[config.mk]
export PLATFORM = sky130hd
export DESIGN_NAME = seq_alu
export DESIGN_NICKNAME = d
export VERILOG_FILES = /design/src/rtl/alu_pkg.sv /design/src/rtl/alu_mul_iter.sv /design/src/rtl/seq_alu.sv
export SDC_FILE = /design/constraint.sdc
export NUM_CORES = 1
export LEC_CHECK = 0
export CORE_ASPECT_RATIO = 1.5
export CORE_MARGIN = 5
export CORE_UTILIZATION = 40
export CTS_BUF_LIST = sky130_fd_sc_hd__clkbuf_2 sky130_fd_sc_hd__clkbuf_4 sky130_fd_sc_hd__clkbuf_8
export CTS_CLUSTER_SIZE = 25
export DETAILED_ROUTE_END_ITERATION = 8
export GPL_TIMING_DRIVEN = 0
export PLACE_DENSITY_LB_ADDON = 0.08
export SYNTH_ARGS = -nofsm -noshare
export SYNTH_HDL_FRONTEND = slang
export SYNTH_SLANG_ARGS = --single-unit
[constraint.sdc]
create_clock -name clk -period 7.25 [get_ports clk]
set_input_delay 1.0875 -clock clk [delete_from_list [all_inputs] [get_ports clk]]
set_output_delay 1.0875 -clock clk [all_outputs]
set_load 0.02 [all_outputs]
[src/rtl/alu_pkg.sv]
// Shared encodings for the sequential ALU: opcodes, FSM states and status bit positions.
package alu_pkg;

  localparam logic [2:0] OP_ADD = 3'b000;
  localparam logic [2:0] OP_SUB = 3'b001;
  localparam logic [2:0] OP_AND = 3'b010;
  localparam logic [2:0] OP_NOT = 3'b011;
  localparam logic [2:0] OP_OR  = 3'b100;
  localparam logic [2:0] OP_XOR = 3'b101;
  localparam logic [2:0] OP_MUL = 3'b110;
  localparam logic [2:0] OP_LSL = 3'b111;

  typedef logic [0:0] state_t;
  localparam state_t ST_IDLE = 1'b0;
  localparam state_t ST_BUSY = 1'b1;

  localparam int ZF = 0;
  localparam int VF = 1;
  localparam int NF = 2;

endpackage

[src/rtl/alu_mul_iter.sv]
// Iterative unsigned shift-add multiplier: one partial product per cycle, WIDTH cycles per op.
module alu_mul_iter #(
  parameter int WIDTH = 16
) (
  input  logic               clk,
  input  logic               reset_n,
  input  logic               start,
  input  logic [WIDTH-1:0]   a,
  input  logic [WIDTH-1:0]   b,
  output logic               done,
  output logic [2*WIDTH-1:0] product
);

  localparam int CW = $clog2(WIDTH);

  logic [2*WIDTH-1:0] acc_q, acc_d;
  logic [2*WIDTH-1:0] mcand_q, mcand_d;
  logic [WIDTH-1:0]   mpr_q, mpr_d;
  logic [CW-1:0]      cnt_q, cnt_d;
  logic               run_q, run_d;
  logic [2*WIDTH-1:0] addend;

  // product already folds in the current iteration so the final value is usable on the done edge
  assign addend  = mpr_q[0] ? mcand_q : '0;
  assign product = acc_q + addend;
  assign done    = run_q && (cnt_q == CW'(WIDTH - 1));

  always_comb begin
    acc_d   = acc_q;
    mcand_d = mcand_q;
    mpr_d   = mpr_q;
    cnt_d   = cnt_q;
    run_d   = run_q;
    if (start) begin
      acc_d   = '0;
      mcand_d = {{WIDTH{1'b0}}, a};
      mpr_d   = b;
      cnt_d   = '0;
      run_d   = 1'b1;
    end else if (run_q) begin
      acc_d   = product;
      mcand_d = mcand_q << 1;
      mpr_d   = mpr_q >> 1;
      if (done) begin
        cnt_d = '0;
        run_d = 1'b0;
      end else begin
        cnt_d = cnt_q + 1'b1;
      end
    end
  end

  always_ff @(posedge clk) begin
    if (!reset_n) begin
      acc_q   <= '0;
      mcand_q <= '0;
      mpr_q   <= '0;
      cnt_q   <= '0;
      run_q   <= 1'b0;
    end else begin
      acc_q   <= acc_d;
      mcand_q <= mcand_d;
      mpr_q   <= mpr_d;
      cnt_q   <= cnt_d;
      run_q   <= run_d;
    end
  end

endmodule

[src/rtl/seq_alu.sv]
// Registered ALU with valid/ready operand capture; MUL stalls the front end for WIDTH cycles.
// Handshake: a transfer happens on a rising edge where in_valid & in_ready; in_ready depends on state only.
module seq_alu
  import alu_pkg::*;
#(
  parameter int WIDTH = 16
) (
  input  logic             clk,
  input  logic             reset_n,
  input  logic             in_valid,
  output logic             in_ready,
  input  logic [WIDTH-1:0] Ain,
  input  logic [WIDTH-1:0] Bin,
  input  logic [2:0]       ALUop,
  output logic [WIDTH-1:0] out,
  output logic [2:0]       Z,
  output logic             out_valid,
  output state_t           dbg_state_o
);

  localparam int SHW = $clog2(WIDTH);
  localparam int MSB = WIDTH - 1;

  state_t             state_q, state_d;
  logic [WIDTH-1:0]   out_q, out_d;
  logic [2:0]         z_q, z_d;
  logic               out_valid_q, out_valid_d;

  logic               accept, is_mul, mul_start, mul_done;
  logic [2*WIDTH-1:0] mul_product;
  logic [WIDTH-1:0]   sum, diff, shl, alu_res, load_res;
  logic               alu_v, load_v, load_en;

  assign in_ready    = (state_q == ST_IDLE);
  assign accept      = in_valid && in_ready;
  assign is_mul      = (ALUop == OP_MUL);
  assign mul_start   = accept && is_mul;
  assign dbg_state_o = state_q;

  alu_mul_iter #(.WIDTH(WIDTH)) u_mul (
    .clk     (clk),
    .reset_n (reset_n),
    .start   (mul_start),
    .a       (Ain),
    .b       (Bin),
    .done    (mul_done),
    .product (mul_product)
  );

  assign sum  = Ain + Bin;
  assign diff = Ain - Bin;
  assign shl  = Ain << Bin[SHW-1:0];

  always_comb begin
    alu_res = '0;
    alu_v   = 1'b0;
    case (ALUop)
      OP_ADD: begin
        alu_res = sum;
        alu_v   = (Ain[MSB] == Bin[MSB]) && (sum[MSB] != Ain[MSB]);
      end
      OP_SUB: begin
        alu_res = diff;
        alu_v   = (Ain[MSB] != Bin[MSB]) && (diff[MSB] != Ain[MSB]);
      end
      OP_AND:  alu_res = Ain & Bin;
      OP_NOT:  alu_res = ~Bin;
      OP_OR:   alu_res = Ain | Bin;
      OP_XOR:  alu_res = Ain ^ Bin;
      OP_LSL:  alu_res = shl;
      default: alu_res = '0;
    endcase
  end

  // accept (IDLE only) and mul_done (BUSY only) are mutually exclusive
  assign load_en  = (accept && !is_mul) || mul_done;
  assign load_res = mul_done ? mul_product[WIDTH-1:0] : alu_res;
  assign load_v   = mul_done ? (|mul_product[2*WIDTH-1:WIDTH]) : alu_v;

  always_comb begin
    state_d     = state_q;
    out_d       = out_q;
    z_d         = z_q;
    out_valid_d = 1'b0;
    if (load_en) begin
      out_d       = load_res;
      z_d[ZF]     = (load_res == '0);
      z_d[VF]     = load_v;
      z_d[NF]     = load_res[MSB];
      out_valid_d = 1'b1;
    end
    case (state_q)
      ST_IDLE: if (mul_start) state_d = ST_BUSY;
      ST_BUSY: if (mul_done)  state_d = ST_IDLE;
      default: state_d = ST_IDLE;
    endcase
  end

  always_ff @(posedge clk) begin
    if (!reset_n) begin
      state_q     <= ST_IDLE;
      out_q       <= '0;
      z_q         <= 3'b000;
      out_valid_q <= 1'b0;
    end else begin
      state_q     <= state_d;
      out_q       <= out_d;
      z_q         <= z_d;
      out_valid_q <= out_valid_d;
    end
  end

  assign out       = out_q;
  assign Z         = z_q;
  assign out_valid = out_valid_q;

endmodule

==> flow_summary.rst <==
.. list-table::
   :header-rows: 1

   * - Metric
     - Value
   * - Share of flip-flops with an asynchronous set or reset after synthesis
     - 0%
   * - Critical path data required time
     - ~7.6 ns
   * - Starting density of the core
     - between 40% and 50%
   * - Final-layout setup total negative slack
     - 0 ns
   * - Count of flip-flops with a built-in enable after synthesis
     - 0
   * - Leakage power summed over all cells
     - roughly 0.0046 uW
   * - CTS Hold Bufs
     - 0
   * - Top cells by area in the synthesized netlist
     - dfxtp_1 (22%), ha_1 (11%), mux2i_1 (10%), nor2_1 (4.4%), nand2_1 (4.2%)
   * - R2r worst-path depth
     - 12
   * - Cell Pwr Density
     - ~130 mW/mm^2
   * - Root buffer cell
     - clkbuf_8
   * - Relative contribution of the clock network to total power
     - ~28%
   * - Share of post-route cells with drive strength above 1
     - around 2.8%
   * - Data arrival time of the critical path
     - about 5.6 ns
   * - Total of buffers placed on input and output ports
     - 58
   * - CP Max Fanout
     - 10
   * - Run status
     - completed
   * - Portion of total power attributed to combinational logic
     - a little under 30%
   * - Core ar.
     - about 0.024 sq mm
   * - DRC marker count from the first detailed-route iteration
     - between 500 and 600
   * - Most frequent cell after synthesis
     - nor2_1
   * - First-pass iteration count of the detailed router
     - 5
   * - Reported max-cap violation count
     - 0
   * - CTS HTree Levels
     - 3
   * - Vias in the first global route
     - 9,424
   * - Clock Path Buffers
     - 2
   * - I/O pin count
     - 60
   * - Maximum number of pins on one net before global-route repair
     - 17
   * - Clock buffer count from CTS
     - 9
   * - Sw power
     - approximately 490 uW
   * - Cell type contributing the most total cell area after synthesis
     - dfxtp_1
   * - Final slew viol count
     - 0
   * - Power share of the sequential group
     - between 40% and 50%
   * - Setup fix buffers added after clock tree synthesis
     - 0
   * - CTS sink count
     - 105
   * - Die Footprint
     - approximately 0.027 sq mm
   * - Hold Fails Final Rpt
     - 0
   * - Number of library cell types mapped by synthesis
     - 77
   * - Setup repair after global routing missed its margin
     - false
   * - Total via count after detailed routing
     - roughly 9.2k
   * - Clock-pin slew on the worst setup and hold paths
     - 0.10 ns
   * - Area grow syn2layout
     - 12.6%
   * - Number of setup violations in the final report
     - 0
   * - Worst clock skew
     - about 0.017 ns
   * - Achievable frequency
     - between 150 and 200 MHz
   * - Global Route Usage Sum
     - 26.6%
   * - #FFs+latches synth
     - between 100 and 150
   * - Internal Dissipation
     - ~940 uW
   * - Post-DP Area
     - roughly 0.010 sq mm
   * - Portion of the clock cycle consumed by the worst path in the final layout
     - around 72%
   * - Type of destination of the critical path
     - register
   * - Vias per Instance
     - between 5 and 6
   * - # nets final
     - 1,400
   * - Routed len/inst
     - approximately 22 um
   * - Max-Slew Margin vs Limit
     - 9.18%
   * - Fin area
     - 0.0107 sq mm
   * - Sequential area share after synthesis
     - between 20 and 25%
   * - Die Width
     - around 140 um
   * - Area of the mapped netlist
     - approximately 0.0095 sq mm
   * - Number of antenna violations at the first check in global routing
     - 0
   * - Transition time of the tightest slew-check pin
     - 1.36 ns
   * - Source-to-sink clock delay at the later pin of the worst-skew pair
     - roughly 0.40 ns
   * - Final global-route overflow total
     - 0
   * - Number of placement rows
     - 69
   * - Clock tree from TritonCTS
     - done
   * - Height of the chip
     - between 150 and 200 um
   * - Number of gates resized after cts
     - 0
   * - Syn Nets
     - roughly 1.3k
   * - Path category of the worst min-delay check
     - register to register
   * - Time the final worst path needs with I/O delays and setup
     - approximately 5.2 ns
   * - Post-route DRC
     - 0
   * - Wire length of the first global-routing pass
     - between 50,000 and 60,000 um
   * - Startpoint class of the critical path
     - primary input
   * - Total wire length
     - around 36,000 um
   * - Area share of the largest cell type after synthesis
     - about 22%
   * - Number of nets with antenna violations after routing
     - 0
   * - Sw Ratio
     - around a third
   * - Antenna diodes
     - 0
   * - Most instantiated flip-flop cell in the synthesis netlist
     - dfxtp_1
   * - Post-route total power
     - 1430 uW
   * - Number of instances in the synthesized netlist
     - ~1.2k
   * - Worst hold stages
     - 2
   * - HPWL Detailed
     - around 29,000 um
   * - Synthesized area divided by synthesized cell count
     - roughly 7.9 sq um
   * - Number of synthesis warnings
     - 0
   * - Type of the worst setup path
     - primary input to register
   * - Most used standard cells in the synthesized netlist
     - nor2_1 (110), nand2_1 (106), dfxtp_1 (105)
   * - Final estimated routing congestion in global placement
     - between 0.9 and 1
   * - Max IR drop VDD
     - a little under 0.0001 V
## sequential cells by signal, summed over array words and instances, names as in the netlist, 2 cells and up
| signal | cells |
|---|---|
| u_mul.mpr_q | 16 |
| u_mul.acc_q | 32 |
| out | 16 |
| u_mul.mcand_q | 32 |
| Z | 2 |
| u_mul.cnt_q | 4 |
## kinds of logic after synthesis
kind of cell,count (synthesis),synth area share [%]
xor+xnor,41,3.78
simple gates,402,20.9
buf+inv,133,5.33
mux,108,12.1
compound gates,330,24.0
fa+ha+maj,87,11.7
flops,105,22.1
## path summary, 6_finish.rpt
path | slack [ns] | end | start
hold reg to reg | 0.47 | out[0]$_SDFFE_PN0P_ | out[0]$_SDFFE_PN0P_
hold / removal | 0.47 | out[0]$_SDFFE_PN0P_ | out[0]$_SDFFE_PN0P_
setup / recovery | 2.00 | Z[0]$_SDFFE_PN0P_ | Bin[3]
setup reg to reg | 2.97 | Z[1]$_SDFFE_PN0P_ | u_mul.mpr_q[0]$_SDFFE_PN0P_
## critical path, stage by stage
cell and delay (ns):
clkdlybuf4s50_1 0.77, inv_1 0.24, ha_1 0.35, clkbuf_1 0.34, nor3b_1 0.09, a211o_1 0.34
o41ai_1 0.56, or3_1 0.19, o2111ai_1 0.13, mux2i_1 0.21, a221oi_1 0.67, nand4_1 0.16
a2111o_1 0.33, o21ai_1 0.12
## area by class of cell
class | count | area, sq um
repair buffers | 58 | 581
clock inverters | 4 | 50.0
fillers | 2533 | 12900
inverters | 56 | 210
plain buffers | 77 | 295
multi-input cells | 968 | 6880
well taps | 319 | 399
flip-flops and latches | 105 | 2100
clock buffers | 12 | 165
## placed cells by master, fill, tap and decap left out, drive strengths merged, types with 13 or more instances in the layout
cell           count
nor2             110
dfxtp            105
o22ai             16
a31oi             16
nor3              27
ha                84
clkdlybuf4s50     58
nand2b            18
xnor2             23
xor2              18
o211a             35
clkbuf            82
a21o              13
inv               56
nand4             13
nand3             16
and2              45
nand2            106
nor2b             16
mux2i             99
o211ai            13
a21oi             79
o21ai             61
## through the flow
stage,hold WS (ns),utilization (%),cells,setup slack [ns]
2_1_floorplan,0.460,-,1206,3.35
3_3_place_gp,0.449,44.4,1583,1.62
3_5_place_dp,0.460,44.4,1583,1.65
4_1_cts,0.475,45.3,1599,2.08
5_1_grt,0.500,45.3,1599,1.91
6_report,0.474,45.3,1599,2.00
## power by group through the flow
stage,Combinational (uW),Clock (uW),Sequential [uW]
after floorplan,248,0,624
after global placement,416,0,619
after detailed placement,415,0,619
after CTS,418,416,605
after global routing,457,437,607
final,422,404,605
## per-layer routing
layer	up-vias	part of all wire [%]	routed length, um	GRT usage (%)
met5	-	0	0	0
met4	0	6.5	2330	15.9
met3	113	2.9	1040	2.63
met2	260	54	19300	51.1
met1	4361	36	12900	27.5
li1	4510	-	-	-
Power figures use the tool's default switching activity.
